**src/rtl/dt_ctrl_pkg.sv**
```systemverilog
// dt_path_ctrl shared types and constants.
// FSM encoding, config addresses and reset defaults.
package dt_ctrl_pkg;

  typedef enum logic [2:0] {
    S_IDLE   = 3'd0,
    S_INIT   = 3'd1,
    S_WARMUP = 3'd2,
    S_RUN    = 3'd3,
    S_STALE  = 3'd4
  } dt_state_e;

  localparam logic [1:0] CFG_ALPHA  = 2'd0;
  localparam logic [1:0] CFG_KDT    = 2'd1;
  localparam logic [1:0] CFG_DMAX   = 2'd2;
  localparam logic [1:0] CFG_COMMIT = 2'd3;

  localparam logic [7:0] ALPHA_RST_DEF = 8'd32;
  localparam logic [7:0] KDT_RST_DEF   = 8'd2;
  localparam logic [7:0] DMAX_RST_DEF  = 8'd64;

  localparam logic [7:0] KDT_MAX = 8'd7;

  typedef struct packed {
    logic [7:0] alpha;
    logic [7:0] k_dt;
    logic [7:0] d_max;
  } dt_cfg_t;

  function automatic logic [7:0] clamp_kdt(
    input logic [7:0] v
  );
    return (v > KDT_MAX) ? KDT_MAX : v;
  endfunction

endpackage

```
**src/rtl/dt_cfg_shadow.sv**
```systemverilog
// Shadow/active estimator config with deferred commit.
// Commit applies on the next allowed strobe.
module dt_cfg_shadow
  import dt_ctrl_pkg::*;
#(
  parameter logic [7:0] ALPHA_RST = ALPHA_RST_DEF,
  parameter logic [7:0] KDT_RST   = KDT_RST_DEF,
  parameter logic [7:0] DMAX_RST  = DMAX_RST_DEF
) (
  input  logic       clk,
  input  logic       rst_n,
  input  logic       cfg_we_i,
  input  logic [1:0] cfg_addr_i,
  input  logic [7:0] cfg_wdata_i,
  input  logic       t_stb_i,
  input  logic       apply_en_i,
  output logic       apply_o,
  output dt_cfg_t    act_o
);

  dt_cfg_t shd_q, shd_d;
  dt_cfg_t act_q, act_d;
  logic    pend_q, pend_d;
  logic    apply;

  assign apply   = pend_q & t_stb_i & apply_en_i;
  assign apply_o = apply;
  assign act_o   = act_q;

  // Apply reads the old shadow, so a same-cycle write waits
  always_comb begin
    shd_d  = shd_q;
    act_d  = act_q;
    pend_d = pend_q & ~apply;
    if (apply) begin
      act_d      = shd_q;
      act_d.k_dt = clamp_kdt(shd_q.k_dt);
    end
    if (cfg_we_i) begin
      unique case (cfg_addr_i)
        CFG_ALPHA:  shd_d.alpha = cfg_wdata_i;
        CFG_KDT:    shd_d.k_dt  = cfg_wdata_i;
        CFG_DMAX:   shd_d.d_max = cfg_wdata_i;
        CFG_COMMIT: pend_d      = 1'b1;
      endcase
    end
  end

  always_ff @(posedge clk) begin
    if (!rst_n) begin
      shd_q.alpha <= ALPHA_RST;
      shd_q.k_dt  <= KDT_RST;
      shd_q.d_max <= DMAX_RST;
      act_q.alpha <= ALPHA_RST;
      act_q.k_dt  <= KDT_RST;
      act_q.d_max <= DMAX_RST;
      pend_q      <= 1'b0;
    end else begin
      shd_q  <= shd_d;
      act_q  <= act_d;
      pend_q <= pend_d;
    end
  end

endmodule

```
**src/rtl/dt_path_ctrl.sv**
```systemverilog
// dT path controller: source select, warmup,
// stale detection and estimator sequencing.
module dt_path_ctrl
  import dt_ctrl_pkg::*;
#(
  parameter int unsigned WARMUP_N    = 4,
  parameter int unsigned TIMEOUT_CYC = 1024,
  parameter logic [7:0]  ALPHA_RST   = ALPHA_RST_DEF,
  parameter logic [7:0]  KDT_RST     = KDT_RST_DEF,
  parameter logic [7:0]  DMAX_RST    = DMAX_RST_DEF
) (
  input  logic              clk,
  input  logic              rst_n,
  input  logic              dt_mode,
  input  logic              t_stb,
  input  logic signed [7:0] T_in,
  input  logic signed [7:0] dT_ext,
  input  logic              dT_ext_vld,
  input  logic              cfg_we,
  input  logic [1:0]        cfg_addr,
  input  logic [7:0]        cfg_wdata,
  input  logic signed [7:0] est_dT,
  output logic signed [7:0] est_T_cur,
  output logic [7:0]        est_alpha,
  output logic [7:0]        est_k_dt,
  output logic [7:0]        est_d_max,
  output logic              est_init,
  output logic signed [7:0] dT_out,
  output logic              dt_valid,
  output logic              dt_src,
  output logic [2:0]        state
);

  localparam int unsigned CW =
    $clog2(TIMEOUT_CYC + 1);
  localparam logic [CW-1:0] TO_M1 =
    CW'(TIMEOUT_CYC - 1);
  localparam logic [CW-1:0] TO_MAX =
    CW'(TIMEOUT_CYC);
  localparam logic [3:0] WN_M1 =
    4'(WARMUP_N - 1);

  dt_state_e         state_q, state_d;
  logic              src_q, src_d;
  logic [CW-1:0]     cnt_q, cnt_d;
  logic [3:0]        wcnt_q, wcnt_d;
  logic              p1_q, p1_d;
  logic              p2_q, p2_d;
  logic signed [7:0] tcur_q, tcur_d;
  logic signed [7:0] dto_q, dto_d;
  logic              vld_q, vld_d;

  logic    apply;
  logic    apply_en;
  logic    in_wr;
  logic    mode_chg;
  logic    tmo;
  logic    run_ok;
  dt_cfg_t act;

  assign apply_en = (state_q != S_INIT);

  dt_cfg_shadow #(
    .ALPHA_RST (ALPHA_RST),
    .KDT_RST   (KDT_RST),
    .DMAX_RST  (DMAX_RST)
  ) u_cfg (
    .clk         (clk),
    .rst_n       (rst_n),
    .cfg_we_i    (cfg_we),
    .cfg_addr_i  (cfg_addr),
    .cfg_wdata_i (cfg_wdata),
    .t_stb_i     (t_stb),
    .apply_en_i  (apply_en),
    .apply_o     (apply),
    .act_o       (act)
  );

  assign in_wr = (state_q == S_WARMUP) ||
                 (state_q == S_RUN);
  // Mode change is judged against the source latched at INIT
  assign mode_chg = in_wr && (dt_mode != src_q);
  assign tmo = in_wr && !t_stb &&
               (cnt_q == TO_M1);

  always_comb begin
    state_d = state_q;
    src_d   = src_q;
    wcnt_d  = wcnt_q;
    unique case (state_q)
      S_IDLE: begin
        if (t_stb) state_d = S_INIT;
      end
      S_INIT: begin
        src_d   = dt_mode;
        wcnt_d  = '0;
        state_d = dt_mode ? S_WARMUP : S_RUN;
      end
      S_WARMUP: begin
        if (apply || mode_chg) begin
          state_d = S_INIT;
        end else if (t_stb) begin
          if (wcnt_q == WN_M1) state_d = S_RUN;
          else wcnt_d = wcnt_q + 4'd1;
        end else if (tmo) begin
          state_d = S_STALE;
        end
      end
      S_RUN: begin
        if (apply || mode_chg) state_d = S_INIT;
        else if (tmo) state_d = S_STALE;
      end
      S_STALE: begin
        if (t_stb) state_d = S_INIT;
      end
      default: state_d = S_IDLE;
    endcase
  end

  always_comb begin
    cnt_d = cnt_q;
    if (t_stb || state_q == S_IDLE ||
        state_q == S_INIT) begin
      cnt_d = '0;
    end else if (cnt_q != TO_MAX) begin
      cnt_d = cnt_q + 1'b1;
    end
  end

  assign run_ok = (state_q == S_RUN) &&
                  (state_d == S_RUN);

  always_comb begin
    p1_d   = run_ok & src_q & t_stb;
    p2_d   = p1_q;
    tcur_d = t_stb ? T_in : tcur_q;
    dto_d  = dto_q;
    vld_d  = 1'b0;
    if (state_d == S_INIT) begin
      dto_d = '0;
    end else if (run_ok) begin
      if (src_q) begin
        if (p2_q) begin
          dto_d = est_dT;
          vld_d = 1'b1;
        end
      end else if (dT_ext_vld) begin
        dto_d = dT_ext;
        vld_d = 1'b1;
      end
    end
  end

  always_ff @(posedge clk) begin
    if (!rst_n) begin
      state_q <= S_IDLE;
      src_q   <= 1'b0;
      cnt_q   <= '0;
      wcnt_q  <= '0;
      p1_q    <= 1'b0;
      p2_q    <= 1'b0;
      tcur_q  <= '0;
      dto_q   <= '0;
      vld_q   <= 1'b0;
    end else begin
      state_q <= state_d;
      src_q   <= src_d;
      cnt_q   <= cnt_d;
      wcnt_q  <= wcnt_d;
      p1_q    <= p1_d;
      p2_q    <= p2_d;
      tcur_q  <= tcur_d;
      dto_q   <= dto_d;
      vld_q   <= vld_d;
    end
  end

  assign est_T_cur = tcur_q;
  assign est_alpha = act.alpha;
  assign est_k_dt  = act.k_dt;
  assign est_d_max = act.d_max;
  assign est_init  = (state_q == S_INIT);
  assign dT_out    = dto_q;
  assign dt_valid  = vld_q;
  assign dt_src    = src_q;
  assign state     = state_q;

endmodule
```
**config.mk**
```make
export PLATFORM = sky130hd
export DESIGN_NAME = dt_path_ctrl
export DESIGN_NICKNAME = d
export VERILOG_FILES = /design/src/rtl/dt_ctrl_pkg.sv /design/src/rtl/dt_cfg_shadow.sv /design/src/rtl/dt_path_ctrl.sv
export SDC_FILE = /design/constraint.sdc
export NUM_CORES = 1
export LEC_CHECK = 0
export BUFFER_PORTS_ARGS = -buffer_cell sky130_fd_sc_hd__buf_4
export CAP_MARGIN = 30
export CORE_MARGIN = 2
export CORE_UTILIZATION = 48
export DETAILED_ROUTE_END_ITERATION = 7
export PLACE_DENSITY = 0.73
export REMOVE_ABC_BUFFERS = 1
export SYNTH_ARGS = -nofsm -noshare
export SYNTH_HDL_FRONTEND = slang
export SYNTH_SLANG_ARGS = --single-unit
```
**constraint.sdc**
```tcl
create_clock -name clk -period 1.9 [get_ports clk]
set_input_delay 0.095 -clock clk [delete_from_list [all_inputs] [get_ports clk]]
set_output_delay 0.095 -clock clk [all_outputs]
set_load 0.03 [all_outputs]
```
==> flow_summary.ini, run 1 <==
[run_status]
run_status = finished, final reports clean

[worst_setup_path]
cp_max_fo = 5
required_ns = 2.15
worstSetupPathType = flop to flop
crit_path_start_kind = flop
end_kind = flop
arrival_ns = 2.02

[sta]
finalHoldViolations = 0
final_max_slew_viol_count = 0
skew_ns = 0.0134
setup_slack_ns = 0.122
tightest_slew_ns = 0.607
setup_viol = 0
layout_min_cycle_time_ns = 1.78
slew_headroom_pct = 59.4
finalCritPeriodShare_pct = 93.6
timing.fmax_mhz = 563
rsz0062_at_grt = no

[logic_synthesis]
synth_top_cell_by_area = dfxtp_1
syn_avg_cell_area_sq_um = 9.04
synth_seq_area_share_pct = 49.7
synth-main-ff-cell = dfxtp_1
yosysWarningCount = 0
ys_seq_elements = 87
synth-edff-count = 0
synth_top_area_share_pct = 49.7
ys_types = 50
yosys-top-cells-area = dfxtp_1 (50%), mux2i_1 (7.4%), nand2_1 (6.6%), a21oi_1 (5.3%), nor2_1 (4.1%)
synthCells = 388
async_flop_share_pct = 0
yosys-top-cells-count = dfxtp_1 (87), nand2_1 (62), nor2_1 (38), a21oi_1 (37), mux2i_1 (26)
synth_area_sq_um = 3510
post-synth-top-count-cell = dfxtp_1

[global_route]
grt_start_max_net_pins = 41
grt_pass1_wl_um = 14200
grt_usage_pct = 23.1
gr-total-overflow = 0
antenna_found_initial = 0
grt_pass1_vias = 3012

[drt]
firstDrtPassIters = 5
via_per_inst = 5.30
ant_nets = 0
drt_iter0_markers = 183
drc = 0
routed_wl_um = 8930
drt-wirelength-per-cell_um = 14.7
vias = 3214

[die]
die_area_sq_um = 8010
rows = 31
ios = 86
die_w_um = 89.5
start_util_pct = 48.9
core_sq_um = 7180
die_h_um = 89.5

[cells_and_area]
drive_above_1_share_pct = 27.0
nNetsFinal = 545
finalNonFillerCells = 606
fillers = 614
regArea_sq_um = 1740
synthToLayoutAreaGrowth_pct = 37.0
diodes = 0
multiInputGateArea_sq_um = 1710

[placement]
globalplace.congestion = 0.769
place_ws_ns = 0.0541
dp_hpwl_um = 6020
portBuffers = 85
placed_cells = 573

[power_and_ir_drop]
max-vdd-ir-drop_mv = 0.533
total_power_mw = 3.88
leakage_nw = 2.01
powerDensity_nw_per_um2 = 807

[clocking]
clk_pin_slew_ns = 0.09
cts-root-buf = clkbuf_8
cts.sinks = 87
clk_latency_ns = 0.36
post_cts_buffers = 0
numCtsBuffers = 9
htree_levels = 3
clockBufferDepth = 2
cts_tree = done

[min_path]
hold_class = primary input to flop

[run]
cap_violations = 0
==> timing repair <==
action / CTS / global route
endpoints found under the hold margin: 26 / 0
hold buffers: 16 / 0
setup endpoints to repair: 0 / 10
gates resized for setup: 0 / 15
==> final timing paths <==
path                                           from                          end  slack (ns)  cells past startpoint
worst max-delay path            dt_src$_SDFFE_PN0P_       dT_out[1]$_SDFFE_PP0P_        0.12                      4
worst min-delay path                          rst_n  u_cfg.act_o[9]$_SDFFE_PN1P_        0.03                      2
worst max register to register  dt_src$_SDFFE_PN0P_       dT_out[1]$_SDFFE_PP0P_        0.12                      4
worst min register to register      p1_q$_SDFF_PN0_              p2_q$_SDFF_PN0_        0.44                      1
==> per-layer routing <==
metal / part of all wire, % / vias up / global-route usage (%)
li1: - / 1593 / -
met1: 44 / 1494 / 29.4
met2: 48 / 111 / 37.7
met3: 6.1 / 16 / 6.65
met4: 1.9 / 0 / 8.01
met5: 0 / - / 0
==> worst max-delay path: stages (launching register included) <==
cell	delay, ns
dfxtp_1	0.34
or3b_4	0.43
a221o_2	0.41
a2111oi_1	0.41
nor3_1	0.08
==> metrics by stage <==
stage | hold WS [ns] | setup TNS (ns) | cell area [sq um] | util [%]
after CTS | 0.0148 | 0 | 4750 | 66.1
after floorplan | 0.157 | -1.57 | 3420 | -
after global placement | 0.328 | 0 | 4360 | 60.7
final | 0.0263 | 0 | 4800 | 66.9
after global routing | 0.0173 | 0 | 4800 | 66.9
after detailed placement | 0.338 | 0 | 4360 | 60.7
==> state kept, by name, indices dropped and copies added, names as in the netlist <==
register and cells:
p2_q 1, state 3, u_cfg.shd_q 24, dt_valid 1, dT_out 8, wcnt_q 4
u_cfg.act_o 24, u_cfg.pend_q 1, dt_src 1, cnt_q 11, est_T_cur 8, p1_q 1
==> kinds of logic (layout without fill, tap and decap cells) <==
| group | Yosys count | count (layout) | share of synthesized area, % |
|---|---|---|---|
| AOI/OAI and AO/OA | 62 | 63 | 11.1 |
| xor gates and xnor gates | 10 | 10 | 2.50 |
| adders and majority gates | 3 | 3 | 1.07 |
| buffers and inverters | 27 | 145 | 3.25 |
| DFF | 87 | 87 | 49.7 |
| muxes | 26 | 26 | 7.42 |
| and+or+nand+nor | 173 | 173 | 25.0 |
==> power by group <==
part,switching [mW],internal (mW)
clock,0.685,0.794
sequential,0.0256,1.87
combinational,0.275,0.232
total,0.986,2.89
==> final cells by class <==
type,count,area share [%]
tap,99,2.58
sequential,87,36.3
timing repair buffer,123,20.4
inverter,6,0.469
multi-input combinational,275,35.5
clock inverter,5,1.85
clock buffer,11,2.94
==> cell usage in the layout, fill, tap and decap left out, types with 3 or more instances in the layout <==
cell	n
a2111oi_1	4
a2111oi_2	3
a21oi_1	37
and2b_1	5
and3_1	7
buf_4	105
clkbuf_8	10
dfxtp_1	87
dlygate4sd3_1	16
ha_1	3
inv_1	3
inv_2	3
mux2i_1	26
nand2_1	62
nand2b_1	4
nand3_1	11
nand3b_1	4
nand4_1	3
nor2_1	37
nor2b_1	4
nor3_1	11
o21ai_0	3
o21ai_1	3
or3_1	3
xnor2_1	3
xor2_1	7
Note: power is estimated with default switching activity, not from simulation.
==> inputs of run 2 (changes only) <==
--- a/config.mk
+++ b/config.mk
@@ -7,9 +7,10 @@
 export LEC_CHECK = 0
 export BUFFER_PORTS_ARGS = -buffer_cell sky130_fd_sc_hd__buf_4
 export CAP_MARGIN = 30
-export CORE_MARGIN = 2
+export CORE_MARGIN = 4
 export CORE_UTILIZATION = 48
 export DETAILED_ROUTE_END_ITERATION = 7
+export MAX_ROUTING_LAYER = met4
 export PLACE_DENSITY = 0.73
 export REMOVE_ABC_BUFFERS = 1
 export SYNTH_ARGS = -nofsm -noshare
==> flow_summary.ini, run 2 (synthesis gave the netlist of run 1 again) <==
[die]
start_util_pct = 50.5
core_sq_um = 6940
rows = 30
die_area_sq_um = 8740
die_w_um = 93.5
ios = 86
die_h_um = 93.5

[sta]
tightest_slew_ns = 0.596
timing.fmax_mhz = 534
layout_min_cycle_time_ns = 1.87
slew_headroom_pct = 60.1
finalHoldViolations = 0
skew_ns = 0.00842
setup_slack_ns = 0.0268
finalCritPeriodShare_pct = 98.6
setup_viol = 0
final_max_slew_viol_count = 0

[placement]
dpl_cell_area_sq_um = 4310
place_ws_ns = 0.0952
dp_hpwl_um = 6030
globalplace.congestion = 0.938
placed_cells = 566
portBuffers = 85

[drt]
firstDrtPassIters = 5
via_per_inst = 5.33
routed_wl_um = 8800
ant_nets = 0
vias = 3190
drt_iter0_markers = 139
drc = 0
drt-wirelength-per-cell_um = 14.7

[run_status]
run_status = finished, final reports clean

[clocking]
post_cts_buffers = 0
cts_tree = done
clk_pin_slew_ns = 0.09
cts-root-buf = clkbuf_8
clk_latency_ns = 0.35
clockBufferDepth = 2
cts.sinks = 87
numCtsBuffers = 9
htree_levels = 3

[cells_and_area]
stdcell_area_sq_um = 4720
final_common_cell = buf_4
finalNonFillerCells = 598
nNetsFinal = 540
synthToLayoutAreaGrowth_pct = 34.6
fillers = 566
final_cell_mix = buf_4 (102), dfxtp_1 (86), nand2_1 (61)
diodes = 0
final_core_util_pct = 68.0
drive_above_1_share_pct = 26.1

[worst_setup_path]
arrival_ns = 2.10
crit_path_start = dt_src$_SDFFE_PN0P_
cp_slowest_cell = a221o_2
required_ns = 2.13
r2r-start = dt_src$_SDFFE_PN0P_
r2r_slack_ns = 0.03
end_kind = flop
r2r_cells = 4
path_cells = or3b_4 -> a221o_2 -> a2111oi_1 -> nor3_1
crit_path_max_incr_delay_ns = 0.47
crit_path_start_kind = flop
cp_max_fo = 9
r2r-end = dT_out[5]$_SDFFE_PP0P_
worstSetupPathType = flop to flop

[global_route]
grt_pass1_vias = 3075
grt_start_max_net_pins = 25
grt_usage_pct = 21.2
gr-total-overflow = 0
antenna_found_initial = 0
grt_pass1_wl_um = 14500

[power_and_ir_drop]
powerDensity_nw_per_um2 = 804
total_power_mw = 3.80
leakage_nw = 1.98
max-vdd-ir-drop_mv = 0.513

[min_path]
hold_start = dt_mode
hold_class = primary input to flop
hold-path-cell-count = 3
min_to = dt_src$_SDFFE_PN0P_

[run]
cap_violations = 0
[run 2: per-layer routing]
layer  track usage [%]  part of all wire, %  vias up
met2              32.8                   46      108
met4              8.79                  1.4        0
met5                 -                    0        -
met1              26.4                   45     1500
li1                  -                    -     1572
met3              5.31                  7.9       10
[run 2: area by class of cell]
type / instances / area [sq um] / area share [%]
clock buffers: 10 / 128 / 2.70
clock inverters: 6 / 91.3 / 1.94
inverters: 6 / 22.5 / 0.477
multi-input cells: 274 / 1680 / 35.6
flip-flops and latches: 87 / 1740 / 36.9
well taps: 96 / 120 / 2.55
repair buffers: 119 / 937 / 19.9
[run 2: how the worst max path moves through the flow]
stage,endpoint,depth (start not counted)
2_1_floorplan,u_cfg.act_o[10]$_SDFFE_PN0P_,4
5_1_grt,dT_out[5]$_SDFFE_PP0P_,4
3_5_place_dp,dT_out[6]$_SDFFE_PP0P_,4
4_1_cts,dT_out[5]$_SDFFE_PP0P_,4
6_report,dT_out[5]$_SDFFE_PP0P_,4
3_3_place_gp,dT_out[1]$_SDFFE_PP0P_,4
[run 2: repair_timing]
action | in CTS | in global routing
gates resized for setup | 0 | 11
endpoints found under the setup margin | 0 | 5
hold buffers | 16 | 0
endpoints found under the hold margin | 30 | 0
[run 2: stage by stage]
step / setup TNS, ns / hold slack, ns
6_report: 0 / 0.0388
3_3_place_gp: 0 / 0.328
5_1_grt: -0.0708 / 0.0216
3_5_place_dp: 0 / 0.341
2_1_floorplan: -1.57 / 0.157
4_1_cts: 0 / 0.0229
[run 2: report_power, final]
part           internal (mW)  switching (mW)  total [mW]
registers               1.87          0.0356        1.90
logic                  0.215           0.256       0.471
clock network          0.751           0.672        1.42
[run 2: worst max-delay path: cells and delay by family (launching register included)]
family           cells  cell delay [ns]
AO/OA/AOI/OAI        2             0.93
AND/OR/NAND/NOR      2             0.49
flip-flops           1             0.33
==> inputs of run 3 (changes only) <==
--- a/config.mk
+++ b/config.mk
@@ -5,7 +5,7 @@
 export SDC_FILE = /design/constraint.sdc
 export NUM_CORES = 1
 export LEC_CHECK = 0
-export BUFFER_PORTS_ARGS = -buffer_cell sky130_fd_sc_hd__buf_4
+export BUFFER_PORTS_ARGS = -buffer_cell sky130_fd_sc_hd__buf_2
 export CAP_MARGIN = 30
 export CORE_MARGIN = 4
 export CORE_UTILIZATION = 48
==> flow_summary.ini, run 3 (synthesis gave the netlist of run 1 again) <==
[die]
die_w_um = 93.5
core_sq_um = 6940
ios = 86
die_h_um = 93.5
rows = 30
die_area_sq_um = 8740
start_util_pct = 50.5

[sta]
slew_headroom_pct = 61.5
skew_ns = 0.00698
final_max_slew_viol_count = 0
rsz0062_at_grt = yes
timing.fmax_mhz = 536
tightest_slew_ns = 0.575
setup_viol = 0
finalCritPeriodShare_pct = 98.2
finalHoldViolations = 0
layout_min_cycle_time_ns = 1.87

[min_path]
hold_start = cfg_wdata[3]
hold_class = primary input to flop

[power_and_ir_drop]
powerDensity_nw_per_um2 = 781
power.share.switching_pct = 27.3
pwr-share-comb_pct = 12.3
switchingPower_mw = 0.946
max-vdd-ir-drop_mv = 0.620
total_power_mw = 3.47
pwr-share-seq_pct = 54.8
p_clk_share_pct = 32.9
leakage_nw = 1.89
internal_power_mw = 2.52

[clocking]
clk_pin_slew_ns = 0.09
clockBufferDepth = 2
cts-root-buf = clkbuf_8
cts_tree = done
clk_latency_ns = 0.35
htree_levels = 3
cts.sinks = 87
numCtsBuffers = 9

[cells_and_area]
diodes = 0
drive_above_1_share_pct = 25.7
final_common_cell = dfxtp_1
final_cell_mix = dfxtp_1 (87), buf_2 (85), nand2_1 (62)
finalNonFillerCells = 594
synthToLayoutAreaGrowth_pct = 26.6
nNetsFinal = 536
fillers = 588

[drt]
drc = 0
firstDrtPassIters = 4
m1WireLength_um = 3850
drt-wirelength-per-cell_um = 13.8
wl_met2_um = 3700
ant_nets = 0
vias = 3081
drt_iter0_markers = 157
met3_length_um = 553
routed_wl_um = 8220
top_layer_used = met4
via_per_inst = 5.19

[worst_setup_path]
crit_path_start = dt_src$_SDFFE_PN0P_
r2r-end = dT_out[4]$_SDFFE_PP0P_
r2r_cells = 4
worstSetupPathType = flop to flop
worstSetupEndpoint = dT_out[4]$_SDFFE_PP0P_
required_ns = 2.13
end_kind = flop
crit_path_start_kind = flop
r2r-start = dt_src$_SDFFE_PN0P_
cp_max_fo = 9
arrival_ns = 2.10
r2r_slack_ns = 0.03

[placement]
placed_cells = 564
portBuffers = 85
dp_hpwl_um = 5790
globalplace.congestion = 0.852

[global_route]
grt_pass1_vias = 2921
antenna_found_initial = 0
gr-total-overflow = 0
grt_usage_pct = 20.2
grt_pass1_wl_um = 13800
grt_start_max_net_pins = 31

[run]
cap_violations = 0

[run_status]
run_status = finished, final reports clean
-- run 3: worst min-delay path by stage --
| stage | end | depth (start not counted) |
|---|---|---|
| after floorplan | u_cfg.act_o[9]$_SDFFE_PN1P_ | 1 |
| after global placement | est_T_cur[3]$_SDFFE_PN0P_ | 3 |
| after detailed placement | est_T_cur[0]$_SDFFE_PN0P_ | 3 |
| after CTS | u_cfg.shd_q[3]$_SDFFE_PN0P_ | 3 |
| after global routing | u_cfg.shd_q[3]$_SDFFE_PN0P_ | 3 |
| final | u_cfg.shd_q[3]$_SDFFE_PN0P_ | 3 |
-- run 3: per-stage QoR --
| step | hold WS, ns | TNS, ns | utilization [%] | area [sq um] | worst slack (ns) |
|---|---|---|---|---|---|
| final | 0.0205 | 0 | 63.9 | 4440 | 0.0339 |
| after global routing | 0.00474 | -0.0340 | 63.9 | 4440 | -0.0182 |
| after CTS | 0.00653 | 0 | 63.5 | 4410 | 0.0418 |
| after detailed placement | 0.340 | 0 | 59.0 | 4090 | 0.0488 |
| after global placement | 0.328 | 0 | 59.0 | 4090 | 0.175 |
| after floorplan | 0.157 | -1.57 | - | 3420 | -0.0866 |
-- run 3: final cells by class --
cell class              count  area, sq um  share of cell area, %
flip-flops and latches     87         1740                   39.2
multi-input cells         274         1680                   37.9
repair buffers            115          702                   15.8
clock buffers              10          128                   2.87
well taps                  96          120                   2.70
clock inverters             6         45.0                   1.01
inverters                   6         22.5                  0.507
-- run 3: timing repair --
| action | 4_1_cts | 5_1_grt |
|---|---|---|
| resized for setup | 0 | 11 |
| hold buffers | 14 | 0 |
| hold endpoints to repair | 15 | 0 |
| setup buffers | 0 | 0 |
| setup endpoints to repair | 0 | 6 |
-- run 3: power groups by stage --
| stage | Sequential [mW] | Combinational, mW | Clock (mW) |
|---|---|---|---|
| 2_1_floorplan | 1.99 | 0.174 | 0 |
| 3_3_place_gp | 1.94 | 0.392 | 0 |
| 3_5_place_dp | 1.94 | 0.395 | 0 |
| 4_1_cts | 1.90 | 0.419 | 1.17 |
| 5_1_grt | 1.91 | 0.465 | 1.28 |
| 6_report | 1.90 | 0.428 | 1.14 |
-- run 3: layer usage --
metal / global-route usage [%] / vias up
met5: - / -
met4: 7.57 / 0
met3: 4.75 / 10
met2: 31.0 / 96
met1: 25.9 / 1415
li1: - / 1560
-- run 3: worst max-delay path: stages, from the launching register on --
cell,delay (ns)
dfxtp_1,0.33
or3b_4,0.41
a221o_2,0.47
a2111oi_1,0.46
nor3_1,0.08
